$ cat src/rtl/jtexterm_palwr.sv
// Palette write buffer: CPU byte writes queue in a FIFO and are replayed
// onto the palette RAM write port only while the screen is blanked.
module jtexterm_palwr #(
  parameter int AW       = 4,
  parameter bit DRAIN_HB = 1'b1
) (
  input  logic       clk,
  input  logic       rst_n,
  input  logic       LHBL,
  input  logic       LVBL,
  input  logic [9:0] cpu_addr,
  input  logic [7:0] cpu_dout,
  input  logic       cpu_rnw,
  input  logic       pal_cs,
  output logic       cpu_wait,
  output logic [9:0] ram_addr,
  output logic [7:0] ram_data,
  output logic       ram_we,
  output logic       fifo_empty
);

  localparam int DEPTH = 1 << AW;

  typedef enum logic {
    ST_IDLE,
    ST_DRAIN
  } state_t;

  state_t        r_state;
  logic [AW:0]   r_cnt;
  logic [AW-1:0] r_wptr;
  logic [AW-1:0] r_rptr;
  logic [17:0]   r_mem [DEPTH];
  logic          r_wr_req_d;
  logic          r_pend;
  logic [9:0]    r_pend_addr;
  logic [7:0]    r_pend_data;
  logic          r_we;
  logic [9:0]    r_addr;
  logic [7:0]    r_data;

  logic        w_wr_req;
  logic        w_rise;
  logic        w_full;
  logic        w_empty;
  logic        w_blank;
  logic        w_pop;
  logic        w_room;
  logic        w_push;
  logic [17:0] w_push_ent;
  logic [17:0] w_head;

  assign w_wr_req = pal_cs & ~cpu_rnw;
  assign w_rise   = w_wr_req & ~r_wr_req_d;
  assign w_full   = r_cnt == (AW+1)'(DEPTH);
  assign w_empty  = r_cnt == '0;
  assign w_blank  = ~LVBL | (DRAIN_HB & ~LHBL);
  assign w_pop    = w_blank & ~w_empty;
  // A pop on the same edge frees the slot a new write needs.
  assign w_room   = ~w_full | w_pop;
  assign w_push   = r_pend ? w_room : (w_rise & w_room);
  assign w_head   = r_mem[r_rptr];

  always_comb begin
    w_push_ent = {cpu_addr, cpu_dout};
    if (r_pend)
      w_push_ent = {r_pend_addr, r_pend_data};
  end

  assign cpu_wait   = r_pend | (w_rise & ~w_room);
  assign fifo_empty = w_empty;
  assign ram_we     = r_we;
  assign ram_addr   = r_addr;
  assign ram_data   = r_data;

  always_ff @(posedge clk) begin
    if (w_push)
      r_mem[r_wptr] <= w_push_ent;
  end

  always_ff @(posedge clk or negedge rst_n) begin
    if (!rst_n) begin
      r_wr_req_d <= 1'b0;
    end else begin
      r_wr_req_d <= w_wr_req;
    end
  end

  // Overflowed write is parked here while the CPU is stalled.
  always_ff @(posedge clk or negedge rst_n) begin
    if (!rst_n) begin
      r_pend      <= 1'b0;
      r_pend_addr <= '0;
      r_pend_data <= '0;
    end else if (r_pend) begin
      if (w_room)
        r_pend <= 1'b0;
    end else if (w_rise && !w_room) begin
      r_pend      <= 1'b1;
      r_pend_addr <= cpu_addr;
      r_pend_data <= cpu_dout;
    end
  end

  always_ff @(posedge clk or negedge rst_n) begin
    if (!rst_n) begin
      r_wptr <= '0;
      r_rptr <= '0;
      r_cnt  <= '0;
    end else begin
      if (w_push)
        r_wptr <= r_wptr + AW'(1);
      if (w_pop)
        r_rptr <= r_rptr + AW'(1);
      unique case ({w_push, w_pop})
        2'b10:   r_cnt <= r_cnt + (AW+1)'(1);
        2'b01:   r_cnt <= r_cnt - (AW+1)'(1);
        default: r_cnt <= r_cnt;
      endcase
    end
  end

  always_ff @(posedge clk or negedge rst_n) begin
    if (!rst_n) begin
      r_state <= ST_IDLE;
    end else begin
      unique case (r_state)
        ST_IDLE: begin
          if (w_blank && !w_empty)
            r_state <= ST_DRAIN;
        end
        ST_DRAIN: begin
          if (!w_blank)
            r_state <= ST_IDLE;
          else if (w_pop && !w_push && r_cnt == (AW+1)'(1))
            r_state <= ST_IDLE;
        end
        default: r_state <= ST_IDLE;
      endcase
    end
  end

  always_ff @(posedge clk or negedge rst_n) begin
    if (!rst_n) begin
      r_we   <= 1'b0;
      r_addr <= '0;
      r_data <= '0;
    end else begin
      r_we <= w_pop;
      if (w_pop) begin
        r_addr <= w_head[17:8];
        r_data <= w_head[7:0];
      end
    end
  end

endmodule
$ cat config.mk
export PLATFORM = sky130hd
export DESIGN_NAME = jtexterm_palwr
export DESIGN_NICKNAME = d
export VERILOG_FILES = /design/src/rtl/jtexterm_palwr.sv
export SDC_FILE = /design/constraint.sdc
export NUM_CORES = 1
export LEC_CHECK = 0
export ABC_AREA = 1
export CORE_MARGIN = 2
export CORE_UTILIZATION = 45
export DETAILED_ROUTE_END_ITERATION = 12
export PLACE_DENSITY = 0.63
export RECOVER_POWER = 25
export SYNTH_ARGS = -nofsm -noshare
export SYNTH_HDL_FRONTEND = slang
export SYNTH_SLANG_ARGS = --single-unit
$ cat constraint.sdc
create_clock -name clk -period 2.7 [get_ports clk]
set_clock_uncertainty 0.2 [all_clocks]
set_input_delay 0.27 -clock clk [delete_from_list [all_inputs] [get_ports clk]]
set_output_delay 0.27 -clock clk [all_outputs]
set_load 0.005 [all_outputs]
==> impl_metrics.env <==
export IMPL_outcome="finished, final reports clean"
export IMPL_wl_per_cell_um=17.3
export IMPL_cp_data_arrival_time_ps=2100
export IMPL_setup_worst_path_start_class="flop"
export IMPL_die_width_um=185
export IMPL_globalplace_congestion=0.860
export IMPL_ctsRootBufferMaster="sky130_fd_sc_hd__clkbuf_16"
export IMPL_groute_usage_overall_pct=21.0
export IMPL_gr_usage_met1_pct=28.0
export IMPL_fp_row_count=66
export IMPL_hold_path_class="in2reg"
export IMPL_layout_nets=1591
export IMPL_worst_setup_hold_path_clk_slew_ps=60
export IMPL_drt_antenna_violating_nets=0
export IMPL_initial_utilization_pct=45.6
export IMPL_met3_track_utilization_from_global_routing_pct=2.99
export IMPL_cts_tree="built"
export IMPL_post_drt_via_cell_ratio=4.91
export IMPL_design_portCount=45
export IMPL_synth_net_count=1513
export IMPL_ir_drop_uv=572
export IMPL_worst_slew_pin_slew_ps=1440
export IMPL_layoutNonFillerInstCount=2026
export IMPL_ctsResizeCount=0
export IMPL_post_synth_cell_area_avg_um2=10.0
export IMPL_max_stage_delay_on_crit_path_ps=490
export IMPL_place_ws_ps=9.21
export IMPL_drt_iter0_drc=999
export IMPL_p_leak_nw=7.58
export IMPL_synth_distinct_cells=23
export IMPL_crit_path_frequent_cell="sky130_fd_sc_hd__nand2_1"
export IMPL_fmaxAchievable_mhz=389
export IMPL_final_period_minus_worst_setup_slack_ps=2570
export IMPL_hp_start="cpu_rnw"
export IMPL_slowest_stage="sky130_fd_sc_hd__clkdlybuf4s50_1"
export IMPL_synth_yosys_warnings=0
export IMPL_critPathMaxFanout=3
export IMPL_timing_critical_path_cells="nor2_1, nand3_1, nor3_4, buf_4, nand2_1, nand2_1, clkdlybuf4s50_1"
export IMPL_tritoncts_num_sinks=340
export IMPL_place_port_buffers=44
export IMPL_clock_latency_at_the_later_pin_of_the_worst_skew_pair_ps=520
export IMPL_end_kind="output port"
export IMPL_setup_tns_final_ps=0
export IMPL_place_detailed_hpwl_um=22200
export IMPL_final_seq_area_mm2=0.00995
export IMPL_cp_buffers_inverters=2
export IMPL_clock_path_buffers=3
export IMPL_seq_area_frac_synth_pct=67.2
export IMPL_hold_buffers=1
export IMPL_die_h_um=185
export IMPL_max_slew_violation_count=0
export IMPL_maximum_number_of_pins_on_one_net_before_global_route_repair=75
export IMPL_timing_setup_critical_path_class="reg2out"
export IMPL_final_fill_count=2882
export IMPL_postLayoutSetupSlackWorst_ps=129
export IMPL_drive_gt1_share_pct=8.96
export IMPL_multi_input_area_mm2=0.00358
export IMPL_timing_hold_violations_final=0
export IMPL_drv_cap=0
export IMPL_post_synthesis_instance_total=1479
export IMPL_busiest_layer="met2"
export IMPL_critical_path_top_delay_family="buffers and inverters"
export IMPL_coreArea_mm2=0.0325
export IMPL_total_die_area_mm2=0.0344
export IMPL_antenna_found_initial=0
export IMPL_met2_resource_use_gr_pct=34.7
export IMPL_first_global_vias=9479
export IMPL_remaining_drc_errors=0
export IMPL_crit_required_ps=2230
export IMPL_reg2reg_from="r_pend"
export IMPL_grt_first_pass_wirelength_um=53900
export IMPL_p_per_area_mw_per_mm2=957
export IMPL_fin_crit_sh_pct=95.2
export IMPL_antenna_cells=0
export IMPL_grt_overflow=0
export IMPL_layout_overhead_on_the_synthesized_area_pct=17.0
export IMPL_worstSetupStartpoint="r_cnt[3]"
export IMPL_rsz0062_at_grt="false"
export IMPL_relSlewSlack_pct=4.11
export IMPL_post_place_cells=1959
export IMPL_synth_seq_cells=340
export IMPL_clock_tree_htree_level_count=2
export IMPL_syn_area_mm2=0.0148
export IMPL_finalSetupViolations=0
export IMPL_post_cts_repair_setup_buffers=0
export IMPL_wirelength_um=35100
export IMPL_cts_buffers=37
export IMPL_vias=9942
export IMPL_firstDrtPassIters=5
==> worst register-to-register path: stages, from the launching register on <==
cell and delay, ps:
sky130_fd_sc_hd__dfrtp_1 340, sky130_fd_sc_hd__clkbuf_1 910, sky130_fd_sc_hd__o21ai_0 220, sky130_fd_sc_hd__clkbuf_2 380
==> area by class of cell <==
class	count	share of cell area, %
Multi-Input combinational cell	809	20.6
Clock buffer	46	5.90
Inverter	261	5.67
Timing Repair Buffer	108	6.46
Clock inverter	20	0.715
Tap cell	442	3.19
Sequential cell	340	57.4
==> report_power, final <==
group | switching [W] | internal, W | total [W]
registers | 0.000319 | 0.00617 | 0.00649
clock network | 0.00197 | 0.00278 | 0.00475
logic | 0.00357 | 0.00179 | 0.00536
total | 0.00585 | 0.0107 | 0.0166
==> through the flow <==
stage	area [um2]	hold WS (ps)	total power (W)	util, %
after floorplan	14800	-226	0.0100	-
after global placement	16200	262	0.0119	49.9
after detailed placement	16200	265	0.0120	49.9
after CTS	17400	64.1	0.0167	53.5
after global routing	17300	79.3	0.0175	53.4
final	17300	98.5	0.0166	53.4
==> cell usage in the layout (no fill, tap or decap) <==
master / netlist / final
sky130_fd_sc_hd__o21ai_0: 32 / 32
sky130_fd_sc_hd__a31oi_1: 1 / 1
sky130_fd_sc_hd__dlygate4sd3_1: 0 / 2
sky130_fd_sc_hd__nand2_1: 501 / 501
sky130_fd_sc_hd__dfrtp_4: 0 / 1
sky130_fd_sc_hd__nand3_1: 220 / 220
sky130_fd_sc_hd__clkinv_2: 0 / 10
sky130_fd_sc_hd__buf_2: 32 / 1
sky130_fd_sc_hd__inv_2: 5 / 4
sky130_fd_sc_hd__ha_1: 9 / 9
sky130_fd_sc_hd__clkdlybuf4s50_1: 0 / 42
sky130_fd_sc_hd__o21ai_1: 10 / 10
sky130_fd_sc_hd__xnor2_1: 2 / 2
sky130_fd_sc_hd__bufinv_16: 0 / 1
sky130_fd_sc_hd__nor2_2: 0 / 16
sky130_fd_sc_hd__inv_1: 256 / 256
sky130_fd_sc_hd__nand3_4: 1 / 1
sky130_fd_sc_hd__xor2_1: 7 / 7
sky130_fd_sc_hd__clkinv_1: 0 / 7
sky130_fd_sc_hd__fa_1: 1 / 1
sky130_fd_sc_hd__nor2_1: 21 / 5
sky130_fd_sc_hd__buf_4: 8 / 36
sky130_fd_sc_hd__inv_4: 0 / 1
sky130_fd_sc_hd__dfrtp_1: 52 / 50
sky130_fd_sc_hd__clkbuf_1: 22 / 6
sky130_fd_sc_hd__edfxtp_1: 288 / 288
sky130_fd_sc_hd__clkbuf_2: 0 / 8
sky130_fd_sc_hd__clkbuf_16: 0 / 39
sky130_fd_sc_hd__nor3_4: 1 / 1
sky130_fd_sc_hd__dfrtp_2: 0 / 1
sky130_fd_sc_hd__o21bai_1: 1 / 1
sky130_fd_sc_hd__clkbuf_8: 0 / 2
sky130_fd_sc_hd__inv_6: 0 / 2
sky130_fd_sc_hd__a21oi_1: 2 / 2
sky130_fd_sc_hd__buf_12: 0 / 18
==> cells in the mapped netlist, drive strengths merged <==
| cell | n | area (um2) |
|---|---|---|
| dfrtp | 52 | 1300 |
| nor2 | 21 | 78.8 |
| a31oi | 1 | 6.26 |
| fa | 1 | 20.0 |
| o21bai | 1 | 7.51 |
| buf | 47 | 262 |
| inv | 261 | 980 |
| o21ai | 42 | 210 |
| edfxtp | 288 | 8650 |
| a21oi | 2 | 10.0 |
| nor3 | 1 | 16.3 |
| xor2 | 7 | 61.3 |
| clkbuf | 22 | 82.6 |
| xnor2 | 2 | 17.5 |
| nand3 | 221 | 1120 |
| nand2 | 501 | 1880 |
| ha | 9 | 113 |
==> registers in the layout, summed over array words and instances, names as in the netlist <==
name	flops
r_wptr	4
ram_addr	10
r_cnt	5
r_mem	288
ram_data	8
r_pend_addr	10
r_rptr	4
r_pend_data	8
ram_we	1
r_pend	1
r_wr_req_d	1
==> final timing paths <==
check / end / slack, ps / cells past startpoint
worst min register to register: ram_addr[5] / 270 / 2
min in group asynchronous: r_rptr[0] / 510 / 3
worst max-delay path: cpu_wait / 130 / 7
max in group asynchronous: r_rptr[0] / 770 / 3
worst min-delay path: r_wr_req_d / 100 / 2
worst max register to register: r_mem[15][3] / 260 / 3
==> kinds of logic (layout without fill, tap and decap cells) <==
group / Yosys count / after routing / synth area share (%)
and+or+nand+nor: 744 / 744 / 20.9
DFF: 340 / 340 / 67.2
buffers and inverters: 330 / 435 / 8.94
AOI/OAI and AO/OA: 46 / 46 / 1.58
adders and majority gates: 10 / 10 / 0.895
xor gates and xnor gates: 9 / 9 / 0.532
==> layer usage <==
metal / routed length (um) / share of wire [%]
met2: 16900 / 48
met4: 1350 / 3.9
met1: 15000 / 43
met3: 1840 / 5.2
met5: 0 / 0
(Power assumes the default switching activity.)
